[config.mk]
export PLATFORM = sky130hd
export DESIGN_NAME = serial_subtractor_chain
export DESIGN_NICKNAME = d
export VERILOG_FILES = /design/src/rtl/sub_pkg.sv /design/src/rtl/digit_subtractor.sv /design/src/rtl/serial_subtractor_chain.sv
export SDC_FILE = /design/constraint.sdc
export NUM_CORES = 1
export LEC_CHECK = 0
export CORE_MARGIN = 4
export CORE_UTILIZATION = 55
export CTS_CLUSTER_SIZE = 20
export DETAILED_ROUTE_END_ITERATION = 6
export GPL_TIMING_DRIVEN = 0
export HOLD_SLACK_MARGIN = 0.15
export PLACE_DENSITY_LB_ADDON = 0.3
export SLEW_MARGIN = 20
export SYNTH_ARGS = -nofsm -noshare
export SYNTH_HDL_FRONTEND = slang
export SYNTH_SLANG_ARGS = --single-unit
[constraint.sdc]
create_clock -name clk -period 3.2 [get_ports clk]
set_input_delay 0.64 -clock clk [delete_from_list [all_inputs] [get_ports clk]]
set_output_delay 0.64 -clock clk [all_outputs]
set_load 0.005 [all_outputs]
[src/rtl/sub_pkg.sv]
// ==== sub_pkg : shared state encoding and counter sizing for the serial subtractor (rev 1.0) ====
`default_nettype none

package sub_pkg;

  typedef enum logic [1:0] {
    IDLE = 2'd0,
    RUN  = 2'd1,
    DONE = 2'd2
  } state_t;

  // A one-step operation still needs a 1-bit counter.
  function automatic int cnt_width(input int n);
    return (n <= 1) ? 1 : $clog2(n);
  endfunction

endpackage

`default_nettype wire

[src/rtl/digit_subtractor.sv]
// ==== digit_subtractor : combinational DIGIT-bit slice, {bout, d} = a - b - bin (rev 1.0) ====
`default_nettype none

module digit_subtractor #(
  parameter int DIGIT = 1
) (
  input  logic [DIGIT-1:0] a_i,
  input  logic [DIGIT-1:0] b_i,
  input  logic             bin_i,
  output logic [DIGIT-1:0] d_o,
  output logic             bout_o
);

  logic [DIGIT:0] diff_ext;

  assign diff_ext = {1'b0, a_i} - {1'b0, b_i} - {{DIGIT{1'b0}}, bin_i};
  assign d_o      = diff_ext[DIGIT-1:0];
  assign bout_o   = diff_ext[DIGIT];

endmodule

`default_nettype wire

[src/rtl/serial_subtractor_chain.sv]
// ==== serial_subtractor_chain : digit-serial WIDTH-bit a - b - bin behind valid/ready ports (rev 1.0) ====
`default_nettype none

module serial_subtractor_chain
  import sub_pkg::*;
#(
  parameter int WIDTH = 8,
  parameter int DIGIT = 1
) (
  input  logic             clk,
  input  logic             rst,
  input  logic             req_valid,
  output logic             req_ready,
  input  logic [WIDTH-1:0] a,
  input  logic [WIDTH-1:0] b,
  input  logic             bin,
  output logic             res_valid,
  input  logic             res_ready,
  output logic [WIDTH-1:0] diff,
  output logic             borrow,
  output logic             zero
);

  localparam int NSTEPS = WIDTH / DIGIT;
  localparam int CW     = cnt_width(NSTEPS);
  localparam logic [CW-1:0] LAST_STEP = CW'(NSTEPS - 1);

  if (WIDTH % DIGIT != 0) begin : g_bad_digit
    $error("serial_subtractor_chain: DIGIT must divide WIDTH exactly");
  end

  state_t           state_q;
  logic             req_ready_q;
  logic             res_valid_q;
  logic [WIDTH-1:0] a_q;
  logic [WIDTH-1:0] b_q;
  logic [WIDTH-1:0] acc_q;
  logic             bflop_q;
  logic [CW-1:0]    cnt_q;
  logic [WIDTH-1:0] diff_q;
  logic             borrow_q;
  logic             zero_q;

  logic [DIGIT-1:0] slice_d;
  logic             bflop_d;
  logic [WIDTH-1:0] acc_d;

  digit_subtractor #(.DIGIT(DIGIT)) u_slice (
    .a_i    (a_q[DIGIT-1:0]),
    .b_i    (b_q[DIGIT-1:0]),
    .bin_i  (bflop_q),
    .d_o    (slice_d),
    .bout_o (bflop_d)
  );

  // Slices enter at the MSB end so the LSB slice lands at bit 0 after NSTEPS shifts.
  if (NSTEPS == 1) begin : g_single_step
    assign acc_d = slice_d;
  end else begin : g_multi_step
    assign acc_d = {slice_d, acc_q[WIDTH-1:DIGIT]};
  end

  always_ff @(posedge clk or posedge rst) begin
    if (rst) begin
      state_q     <= IDLE;
      req_ready_q <= 1'b1;
      res_valid_q <= 1'b0;
      a_q         <= '0;
      b_q         <= '0;
      acc_q       <= '0;
      bflop_q     <= 1'b0;
      cnt_q       <= '0;
      diff_q      <= '0;
      borrow_q    <= 1'b0;
      zero_q      <= 1'b0;
    end else begin
      case (state_q)
        IDLE: begin
          if (req_valid && req_ready_q) begin
            a_q         <= a;
            b_q         <= b;
            bflop_q     <= bin;
            cnt_q       <= '0;
            req_ready_q <= 1'b0;
            state_q     <= RUN;
          end
        end
        RUN: begin
          a_q     <= a_q >> DIGIT;
          b_q     <= b_q >> DIGIT;
          acc_q   <= acc_d;
          bflop_q <= bflop_d;
          cnt_q   <= cnt_q + CW'(1);
          // Visible result registers change only here, so they hold through IDLE and RUN.
          if (cnt_q == LAST_STEP) begin
            diff_q      <= acc_d;
            borrow_q    <= bflop_d;
            zero_q      <= (acc_d == '0);
            res_valid_q <= 1'b1;
            cnt_q       <= '0;
            state_q     <= DONE;
          end
        end
        DONE: begin
          if (res_ready) begin
            res_valid_q <= 1'b0;
            req_ready_q <= 1'b1;
            state_q     <= IDLE;
          end
        end
        default: begin
          state_q     <= IDLE;
          req_ready_q <= 1'b1;
          res_valid_q <= 1'b0;
        end
      endcase
    end
  end

  assign req_ready = req_ready_q;
  assign res_valid = res_valid_q;
  assign diff      = diff_q;
  assign borrow    = borrow_q;
  assign zero      = zero_q;

endmodule

`default_nettype wire

== Yosys cells after proc, flatten, opt, wreduce, memory -nomap -nowiden ==
Cells that the tools add are included.

* Output and inout bits: 12
* Bits of input ports: 21
* Logic and storage cells: 50
* Register bits: 42

* Muxes and demuxes: 19
* Bitwise gates (word level): 2
* Reductions and logical operators: 9
* Eq/ne operators: 6
* $add $sub $neg: 3

{| class="wikitable"
|+ Operator list
! cell !! number
|-
| $pmux 8 s2 || 2
|-
| $mux 8 || 2
|-
| $reduce_and 3->1 || 3
|-
| $logic_not 8->1 || 1
|-
| $mux 2 || 3
|-
| $mux 3 || 2
|-
| $ne 2x2->1 const B || 3
|-
| $pmux 1 s3 || 2
|-
| $pmux 2 s3 || 1
|-
| $pmux 3 s2 || 1
|-
| $mux 1 || 5
|-
| $reduce_and 2->1 || 2
|-
| $add 3x1->3 const B || 1
|-
| $eq 3x3->1 const B || 1
|-
| $eq 2x1->1 const B || 1
|-
| $eq 2x2->1 const B || 1
|-
| $logic_not 2->1 || 1
|-
| $not 1->1 || 2
|-
| $pmux 1 s2 || 1
|-
| $reduce_bool 2->1 || 1
|-
| $sub 1x1->2 || 1
|-
| $sub 2x1->2 || 1
|-
| $logic_and 1x1->1 || 1
|}

== Logic depth before layout (Yosys ltp) ==
Gate-level depths: netlist of the first run.

* Depth after elaboration: 3
* Gate-level depth with buffers: 6
* Gate-level depth less buffers: 5

== Modules after synthesis ==
Synthesis of the first run repeated with hierarchy kept, for this count alone.

* Cells, all modules: 149
* Area, all modules: 1,868.0 um^2

{| class="wikitable"
|+ Modules (own cells, without submodules)
! module !! area an instance (um^2) !! instances !! cells each !! seq. area each (um^2)
|-
| serial_subtractor_chain || 1,840.5 || 1 || 146 || 1,027.2
|-
| digit_subtractor || 27.5 || 1 || 3 || 0.0
|}

== Worst setup path after synthesis of the first run ==
No wires, ideal clock.

* Path kind: flip-flop to flip-flop
* From: reg cnt_q[0]
* To: reg borrow_q (netlist: borrow)
* Path buffers: 1
* Data required time: 3,075 ps
* Library setup time: 125 ps
* Cell stages (with the launch flop): 6
* Path slack: 1,611 ps
* Arrival: 1,465 ps
* Clock period less this slack: 1,589 ps
* Cell sequence: dfrtp_1 ha_1 ha_1 nand3b_1 buf_2 mux2_2

* Word-level cells in the longest chain between the ends: 2

{| class="wikitable"
|+ RTL lines
! element !! line !! text
|-
| start, declared || serial_subtractor_chain.sv:39 || <nowiki>logic [CW-1:0] cnt_q;</nowiki>
|-
| start signal, assigned || serial_subtractor_chain.sv:93 || <nowiki>cnt_q <= cnt_q + CW'(1);</nowiki>
|-
| $eq 3x3->1 || serial_subtractor_chain.sv:95 || <nowiki>if (cnt_q == LAST_STEP) begin</nowiki>
|-
| $reduce_and 2->1 (no line) || -- ||
|-
| end signal, assigned || serial_subtractor_chain.sv:97 || <nowiki>borrow_q <= bflop_d;</nowiki>
|-
| end, declared || serial_subtractor_chain.sv:41 || <nowiki>logic borrow_q;</nowiki>
|}

Every way passes these cells.
A chain may end at the register's enable or synchronous reset.

== Worst setup path in the final report of the first run ==
* From: reg req_ready_q (netlist: req_ready)
* To: out req_ready

{| class="wikitable"
|+ RTL lines
! element !! line !! text
|-
| start, declared || serial_subtractor_chain.sv:33 || <nowiki>logic req_ready_q;</nowiki>
|-
| start signal, assigned || serial_subtractor_chain.sv:66 || <nowiki>req_ready_q <= 1'b1;</nowiki>
|-
| start signal, assigned || serial_subtractor_chain.sv:84 || <nowiki>req_ready_q <= 1'b0;</nowiki>
|-
| start signal, assigned || serial_subtractor_chain.sv:107 || <nowiki>req_ready_q <= 1'b1;</nowiki>
|-
| end, declared || serial_subtractor_chain.sv:13 || <nowiki>output logic req_ready,</nowiki>
|}

No word-level cell between the ends.

==> results.cfg, run 1 <==
[clock_tree]
clk_pin_slew_ns = 0.12
clockBufferDepth = 2
clk_latency_ns = 0.35
cts_setup_buffers = 0
cts_tree = yes
cts_hold_buf = 0
cts-root-buf = clkbuf_4
clkSinkCount = 41
cts_made_buffers = 5
htreeDepth = 2
cts_resized = 0

[global_routing]
grt_pass1_vias = 1413
grt.overflow.total = 0
busiest_layer = met2
grt_max_degree = 24
antenna_found_initial = 0
grtUsageTotal_pct = 20.38
gr-usage-met3_pct = 3.741
gr-usage-met1_pct = 24.56
use_met2_pct = 36.42
grt_pass1_wl_mm = 6.693

[worst_setup_path]
r2r-end = diff[1]$_DFFE_PP0P_
crit_type = flop to primary output
crit_chain = clkdlybuf4s50_1
path_max_fanout = 7
startpoint_type = flop
crit_path_start = req_ready$_DFFE_PP1P_
crit_arrival_ns = 1.47
slowest_stage = dfstp_2
worst-path-buf-inv = 1
cp_data_required_time_ns = 2.56
reg2reg_setup_slack_ns = 1.41
setup.worst_path.end_class = primary output
crit_path_max_incr_delay_ns = 0.61
reg2reg_from = cnt_q[0]$_DFFE_PP0P_
cp_top_family = flip-flops
ff2ff_path_depth = 5

[finish]
nFillCells = 221
area_growth_pct = 26.33
multi_input_comb_area_um2 = 739.5
n_antenna_cell = 0
seq_area_um2 = 1027
layout-drive-gt1-share_pct = 20.31
final_nets = 215

[synthesis]
syn-num-nets = 175
yosys_warnings = 0
synth.distinct_cells = 27
netlist_instances = 151
synth_area_per_cell_um2 = 12.27
syn-cell-area_um2 = 1853
ys_ff_latch = 41
ys_seq_area_share_pct = 55.44

[sta]
fin_crit_sh_pct = 65.92
tightest_slew_ns = 0.4207
setup_violations = 0
slew_viol_final = 0
max_freq_mhz = 474.1
fin_worst_skew_ns = 0.01321
hold_viol = 0
rsz0062_at_grt = no
relSlewSlack_pct = 71.92
post-route-min-period_ns = 2.109
fin_tns_setup_ns = 0
hold_slack_ns = 0.4936

[route]
drc = 0
routed_wl_mm = 3.708
dr.pass1.iters = 4
post_drt_via_cell_ratio = 5.407
drtAntennaViolNets = 0
vias = 1276
drtIter0Drc = 60
drt-wirelength-per-cell_um = 15.71

[min_path]
min_from = diff[7]$_DFFE_PP0P_
hold_end = diff[7]$_DFFE_PP0P_
hold_path_depth = 2
holdCritPathClass = flop to flop

[floorplan]
start_util_pct = 59.24
die_w_um = 66.05
die_y_um = 66.05
row_count = 20
ioPinCount = 33
die_area_um2 = 4362
fp.coreArea_um2 = 3128

[placed_design]
post-dp-hpwl_mm = 2.745
gp_congestion = 0.7649
io_buffers = 32

[power]
vdd_drop_max_v = 0.0004778
p_per_area_nw_per_um2 = 801.9
leakagePower_uw = 0.001008

[job]
cap_viol_max_count = 0

[run_status]
outcome = finished, final reports clean
==> cell type report <==
type                            instances  share of cell area (%)
Buffer                                 10                   3.207
Clock buffer                            7                   2.352
Clock inverter                          1                   1.283
Inverter                                3                  0.4810
Multi-Input combinational cell         97                   31.59
Sequential cell                        41                   43.88
Tap cell                               44                   2.352
Timing Repair Buffer                   33                   14.86
==> state kept, by name, indices dropped and copies added, names as in the netlist <==
name       flops
res_valid      1
cnt_q          3
b_q            8
diff           8
state_q        2
borrow         1
bflop_q        1
req_ready      1
a_q            8
acc_q          7
zero           1
==> report_power, final <==
group	internal [uW]	total, uW	switching, uW	leakage [uW]
logic	388	670	282	0.000451
registers	724	858	134	0.000512
clock network	187	350	163	0.0000455
total	1300	1880	579	0.00101
==> synthesized netlist by cell type <==
| library cell | number | area, um^2 |
|---|---|---|
| nand2_1 | 7 | 26.28 |
| buf_2 | 2 | 10.01 |
| buf_4 | 1 | 7.510 |
| and4b_1 | 2 | 20.02 |
| o22a_1 | 1 | 8.760 |
| ha_1 | 2 | 25.02 |
| dfrtp_1 | 40 | 1001 |
| fa_1 | 1 | 20.02 |
| o31ai_1 | 1 | 7.510 |
| inv_1 | 3 | 11.26 |
| mux2_4 | 2 | 30.03 |
| buf_6 | 4 | 45.04 |
| clkbuf_1 | 2 | 7.510 |
| mux2i_1 | 13 | 130.1 |
| or2_1 | 1 | 6.260 |
| nor2_1 | 6 | 22.52 |
| dfstp_2 | 1 | 26.28 |
| mux2_2 | 17 | 191.4 |
| nand3b_1 | 1 | 7.510 |
| clkbuf_2 | 1 | 5.000 |
| a22o_1 | 3 | 26.28 |
| a21oi_2 | 1 | 8.760 |
| nor4_1 | 1 | 6.260 |
| o21ai_0 | 31 | 155.2 |
| nor2b_4 | 1 | 13.76 |
| a21oi_1 | 5 | 25.02 |
| nor4b_1 | 1 | 8.760 |
==> per-stage QoR <==
| stage | power [uW] | cells | instance area [um^2] | setup WS [ns] | utilization (%) |
|---|---|---|---|---|---|
| detailed placement | 1539 | 228 | 2256 | 1.032 | 72.12 |
| CTS | 1893 | 236 | 2341 | 1.085 | 74.84 |
| global placement | 1482 | 227 | 2228 | 0.8469 | 71.24 |
| finish | 1877 | 236 | 2341 | 1.091 | 74.84 |
| floorplan | 1284 | 151 | 1853 | 1.611 | - |
| global route | 2024 | 236 | 2341 | 1.032 | 74.84 |
==> how the worst max path moves through the flow <==
stage	cells past startpoint	end	slack (ns)
final	1	req_ready	1.09
after global routing	1	req_ready	1.03
after CTS	1	req_ready	1.09
after detailed placement	6	b_q[6]$_DFFE_PP0P_	1.03
after global placement	2	state_q[0]$_DFFE_PP0P_	0.85
after floorplan	5	borrow$_DFFE_PP0P_	1.61
==> routing by layer <==
metal / share of wire (%) / vias to the layer above
met1: 42 / 611
met4: 0.81 / 0
met5: 0 / -
li1: - / 623
met3: 3.8 / 4
met2: 53 / 38
==> logic make-up (layout without fill, tap and decap cells) <==
group           count (synthesis)  after routing  synth area share, %
mux                            32             32                18.97
simple gates                   20             20                6.010
buf+inv                        13             54                4.659
compound gates                 42             42                12.49
fa+ha+maj                       3              3                2.431
flops                          41             41                55.44
==> layout by cell type, fill, tap and decap left out, types with 2 or more instances in the layout <==
master           count
clkbuf_4             5
o21ai_0             31
a21oi_1              5
buf_2                2
buf_6                4
and4b_1              2
inv_1                2
clkbuf_1             3
clkdlybuf4s50_1     32
ha_1                 2
mux2_2              17
mux2i_1             13
mux2_4               2
dfrtp_1             40
nor2_1               6
nand2_1              7
a22o_1               3
Note: power is estimated with default switching activity, not from simulation.
==> run 2, diff against run 1 <==
--- a/config.mk
+++ b/config.mk
@@ -6,7 +6,7 @@
 export NUM_CORES = 1
 export LEC_CHECK = 0
 export CORE_MARGIN = 4
-export CORE_UTILIZATION = 55
+export CORE_UTILIZATION = 46
 export CTS_CLUSTER_SIZE = 20
 export DETAILED_ROUTE_END_ITERATION = 6
 export GPL_TIMING_DRIVEN = 0
==> constraint.sdc (replaced) <==
create_clock -name clk -period 1.8 [get_ports clk]
set_input_delay 0.36 -clock clk [delete_from_list [all_inputs] [get_ports clk]]
set_output_delay 0.36 -clock clk [all_outputs]
set_load 0.005 [all_outputs]
==> run 2 against run 1 <==
Net effect:
- power is 84% higher
- highest routed layer unchanged
- critical path type unchanged
- register-to-register slack worse by 1.3 ns
- combinational power is 76% higher
- hold slack worse by 0.090 ns
- largest power group unchanged
- largest cell class unchanged
- setup slack worse by 1.0 ns
==> results.cfg, run 2 (same netlist as run 1, synthesis figures left out) <==
[worst_setup_path]
worst-path-buf-inv = 1
slowest_stage = dfstp_2
path_max_fanout = 6
crit_type = flop to primary output
cp_top_family = flip-flops
crit_path_max_incr_delay_ns = 0.57
crit_chain = clkdlybuf4s50_1
reg2reg_setup_slack_ns = 0.08
cp_data_required_time_ns = 1.44
startpoint_type = flop
setup.worst_path.end_class = primary output
crit_arrival_ns = 1.37

[clock_tree]
cts_tree = yes
clk_latency_ns = 0.29
cts-root-buf = clkbuf_8
htreeDepth = 2
clkSinkCount = 41
cts_hold_buf = 0
clk_pin_slew_ns = 0.08
clockBufferDepth = 2
cts_made_buffers = 5

[global_routing]
grt_max_degree = 22
antenna_found_initial = 0
grtUsageTotal_pct = 15.82
grt_pass1_vias = 1331
grt.overflow.total = 0
grt_pass1_wl_mm = 6.285

[sta]
max_freq_mhz = 576.8
rsz0062_at_grt = no
hold_viol = 0
setup_violations = 0
slew_viol_final = 0
fin_tns_setup_ns = 0
fin_worst_skew_ns = 0.008847
setup_ws_ns = 0.06638
tightest_slew_ns = 0.4747
post-route-min-period_ns = 1.734
fin_crit_sh_pct = 96.31
relSlewSlack_pct = 68.31

[placed_design]
post-dp-hpwl_mm = 2.621
gp_congestion = 0.7814
pre_cts_slack_ns = -0.05477
io_buffers = 32

[route]
drt-wirelength-per-cell_um = 14.62
vias = 1287
drtIter0Drc = 76
routed_wl_mm = 3.552
dr.pass1.iters = 4
drc = 0
drtAntennaViolNets = 0
post_drt_via_cell_ratio = 5.296

[power]
internal-power_uw = 2431
switching_share_pct = 29.70
clkPwrFrac_pct = 21.9
p_per_area_nw_per_um2 = 1440
power_frac_comb_pct = 34.1
leakagePower_uw = 0.001037
seqPwrFrac_pct = 44.0
vdd_drop_max_v = 0.0006776
switching_power_uw = 1027

[min_path]
holdCritPathClass = primary input to asynchronous set/reset pin

[floorplan]
die_area_um2 = 5108
fp.coreArea_um2 = 3771
ioPinCount = 33
die_w_um = 71.47
row_count = 22
die_y_um = 71.47
start_util_pct = 49.14

[finish]
area_growth_pct = 29.64
final_cell_mix = dfrtp_1, clkdlybuf4s50_1, o21ai_0
n_antenna_cell = 0
final_nets = 218
final_common_cell = dfrtp_1
nFillCells = 290
layout-drive-gt1-share_pct = 21.54

[job]
cap_viol_max_count = 0

[run_status]
outcome = finished, final reports clean
## run 2: cell count changes in the layout (fill, tap and decap cells not counted), sizes merged
cell	previous run	this run
buf	8	11
## run 2: routing by layer
layer  vias to the layer above  track usage (%)  part of all wire, %  wire length (um)
li1                        626                -                    -                 -
met1                       625            19.46                   44              1569
met2                        30            26.02                   49              1755
met3                         6            4.909                  4.9               173
met4                         0            6.054                  1.5                53
met5                         -                0                    0                 0
## run 2: area by class of cell
class / count / area (um^2) / share of cell area [%]
clock inverter: 1 / 30.03 / 1.250
inverter: 3 / 11.26 / 0.4688
sequential: 41 / 1027 / 42.76
buffer: 10 / 77.57 / 3.229
clock buffer: 7 / 86.33 / 3.594
timing repair buffer: 36 / 370.4 / 15.42
multi-input combinational: 97 / 739.5 / 30.78
tap: 48 / 60.06 / 2.500
## run 2: final timing paths
path,start,endpoint,cells past startpoint
min reg2reg,diff[7]$_DFFE_PP0P_,diff[7]$_DFFE_PP0P_,2
min,rst,a_q[2]$_DFFE_PP0P_,2
max reg2reg,cnt_q[0]$_DFFE_PP0P_,diff[3]$_DFFE_PP0P_,5
min in group clk,diff[7]$_DFFE_PP0P_,diff[7]$_DFFE_PP0P_,2
max,req_ready$_DFFE_PP1P_,req_ready,1
max in group asynchronous,rst,acc_q[4]$_DFFE_PP0P_,3
## run 2: metrics by stage
stage | hold WS [ns] | instance area [um^2] | total power [uW] | utilization [%] | std cells
2_1_floorplan | 0.4463 | 1853 | 2283 | - | 151
3_3_place_gp | 0.4610 | 2233 | 2646 | 59.22 | 231
5_1_grt | 0.4486 | 2402 | 3709 | 63.70 | 243
4_1_cts | 0.4171 | 2380 | 3502 | 63.11 | 240
6_report | 0.4038 | 2402 | 3459 | 63.70 | 243
3_5_place_dp | 0.4744 | 2261 | 2729 | 59.95 | 232
## run 2: power by group through the flow
stage               clock [uW]  combinational [uW]  sequential [uW]
global placement             0                1130             1520
CTS                        780                1190             1530
detailed placement           0                1190             1540
global route               813                1320             1580
floorplan                    0                 801             1480
finish                     759                1180             1520
## run 2: what timing repair did
action                                  in CTS  in global routing
setup buffers                                0                  3
pin swaps                                    0                  1
resized for setup                            1                  0
endpoints found under the setup margin       1                  2
==> run 3, diff against run 2 <==
--- a/config.mk
+++ b/config.mk
@@ -9,7 +9,6 @@
 export CORE_UTILIZATION = 46
 export CTS_CLUSTER_SIZE = 20
 export DETAILED_ROUTE_END_ITERATION = 6
-export GPL_TIMING_DRIVEN = 0
 export HOLD_SLACK_MARGIN = 0.15
 export PLACE_DENSITY_LB_ADDON = 0.3
 export SLEW_MARGIN = 20
==> run 3 against run 2 <==
Net effect:
- die area did not move
- clock-buffer cell count fell by 2
- cell count fell by 2.9%
- power rose by 1.2%
- first-iteration DRC count fell by 36%
- sequential power barely moved
- sequential share of layout area rose by 0.59 points
- critical endpoint unchanged
==> results.cfg, run 3 (same netlist as run 1, synthesis figures left out) <==
[worst_setup_path]
crit_arrival_ns = 1.40
crit_path_max_incr_delay_ns = 0.59
slowest_stage = dfstp_2
worst-path-buf-inv = 1
cp_data_required_time_ns = 1.44
reg2reg_setup_slack_ns = 0.19
crit_type = flop to primary output
reg2reg_from = bflop_q$_DFFE_PP0P_
startpoint_type = flop
cp_top_family = flip-flops
crit_chain = clkdlybuf4s50_1
ff2ff_path_depth = 4
path_max_fanout = 7
setup.worst_path.end_class = primary output
r2r-end = zero$_DFFE_PP0P_

[power]
power_frac_comb_pct = 32.0
switching_share_pct = 28.73
internal-power_uw = 2493
switching_power_uw = 1005
vdd_drop_max_v = 0.0007161
p_per_area_nw_per_um2 = 1476
leakagePower_uw = 0.001021
clkPwrFrac_pct = 24.5
seqPwrFrac_pct = 43.5

[floorplan]
row_count = 22
die_y_um = 71.47
die_area_um2 = 5108
start_util_pct = 49.14
die_w_um = 71.47
fp.coreArea_um2 = 3771
ioPinCount = 33

[global_routing]
grt_max_degree = 42
grt_pass1_vias = 1314
grtUsageTotal_pct = 14.52
grt.overflow.total = 0
grt_pass1_wl_mm = 5.837
antenna_found_initial = 0

[placed_design]
placed_area_um2 = 2236
gp_congestion = 0.7646
io_buffers = 32
post-dp-hpwl_mm = 2.514

[sta]
hold_viol = 0
post-route-min-period_ns = 1.762
setup_violations = 0
relSlewSlack_pct = 71.41
tightest_slew_ns = 0.4288
slew_viol_final = 0
fin_worst_skew_ns = 0.005329
fin_crit_sh_pct = 97.89
rsz0062_at_grt = no
max_freq_mhz = 567.5

[clock_tree]
cts_hold_buf = 0
cts_made_buffers = 5
cts_setup_buffers = 0
clkSinkCount = 41
cts_resized = 0
htreeDepth = 2
cts_tree = yes
clk_pin_slew_ns = 0.08
clockBufferDepth = 2
clk_latency_ns = 0.29
cts-root-buf = clkbuf_8

[finish]
final_util_pct = 62.84
n_antenna_cell = 0
final_cell_mix = dfrtp_1, clkdlybuf4s50_1, o21ai_0
nFillCells = 287
layout-drive-gt1-share_pct = 19.68
final_nets = 211
area_growth_pct = 27.89
design_area_um2 = 2370
final_common_cell = dfrtp_1

[route]
vias = 1241
drc = 0
post_drt_via_cell_ratio = 5.258
drtAntennaViolNets = 0
routed_wl_mm = 3.386
drt-wirelength-per-cell_um = 14.35
dr.pass1.iters = 3
drtIter0Drc = 49

[min_path]
holdCritPathClass = primary input to asynchronous set/reset pin

[job]
cap_viol_max_count = 0

[run_status]
outcome = finished, final reports clean
[run 3: cell types whose count changed in the layout (fill, tap and decap cells not counted), sizes merged]
| cell | previous run | this run |
|---|---|---|
| clkbuf | 10 | 5 |
| buf | 11 | 7 |
| bufinv | 1 | 2 |
| clkinv | 0 | 1 |
[run 3: cell type report]
type | count | area (um^2) | area share (%)
repair buffers | 39 | 397.9 | 16.79
multi-input cells | 97 | 739.5 | 31.20
clock buffers | 5 | 68.82 | 2.904
flip-flops and latches | 41 | 1027 | 43.35
inverters | 3 | 11.26 | 0.4752
well taps | 48 | 60.06 | 2.534
clock inverters | 3 | 65.06 | 2.746
[run 3: power groups by stage]
stage,clock [uW],combinational [uW],sequential (uW)
floorplan,0,801,1480
global placement,0,1070,1520
detailed placement,0,1140,1540
CTS,879,1140,1530
global route,917,1250,1570
finish,858,1120,1520
[run 3: per-layer routing]
layer  routed length (um)  vias up  track usage, %
met3                  169       11           4.488
met2                 1680       28           23.47
met5                    0        -               0
met4                   86        0           7.307
li1                     -      606               -
met1                 1449      596           17.46
[run 3: worst max-delay path by stage]
stage / depth (start not counted) / slack, ns / endpoint / start
floorplan: 5 / 0.21 / borrow$_DFFE_PP0P_ / cnt_q[0]$_DFFE_PP0P_
global placement: 4 / 0.03 / cnt_q[0]$_DFFE_PP0P_ / req_valid
detailed placement: 4 / -0.02 / cnt_q[0]$_DFFE_PP0P_ / req_valid
CTS: 1 / 0.03 / req_ready / req_ready$_DFFE_PP1P_
global route: 1 / 0.007 / req_ready / req_ready$_DFFE_PP1P_
finish: 1 / 0.04 / req_ready / req_ready$_DFFE_PP1P_
[run 3: per-stage QoR]
| step | hold WS (ns) | setup TNS [ns] | std cells | worst slack, ns | total power (uW) |
|---|---|---|---|---|---|
| floorplan | 0.4463 | 0 | 151 | 0.2107 | 2283 |
| global placement | 0.4609 | 0 | 228 | 0.02994 | 2592 |
| detailed placement | 0.4861 | -0.05812 | 228 | -0.02331 | 2683 |
| CTS | 0.4247 | 0 | 236 | 0.02870 | 3548 |
| global route | 0.4267 | 0 | 236 | 0.007258 | 3738 |
| finish | 0.4212 | 0 | 236 | 0.03799 | 3498 |
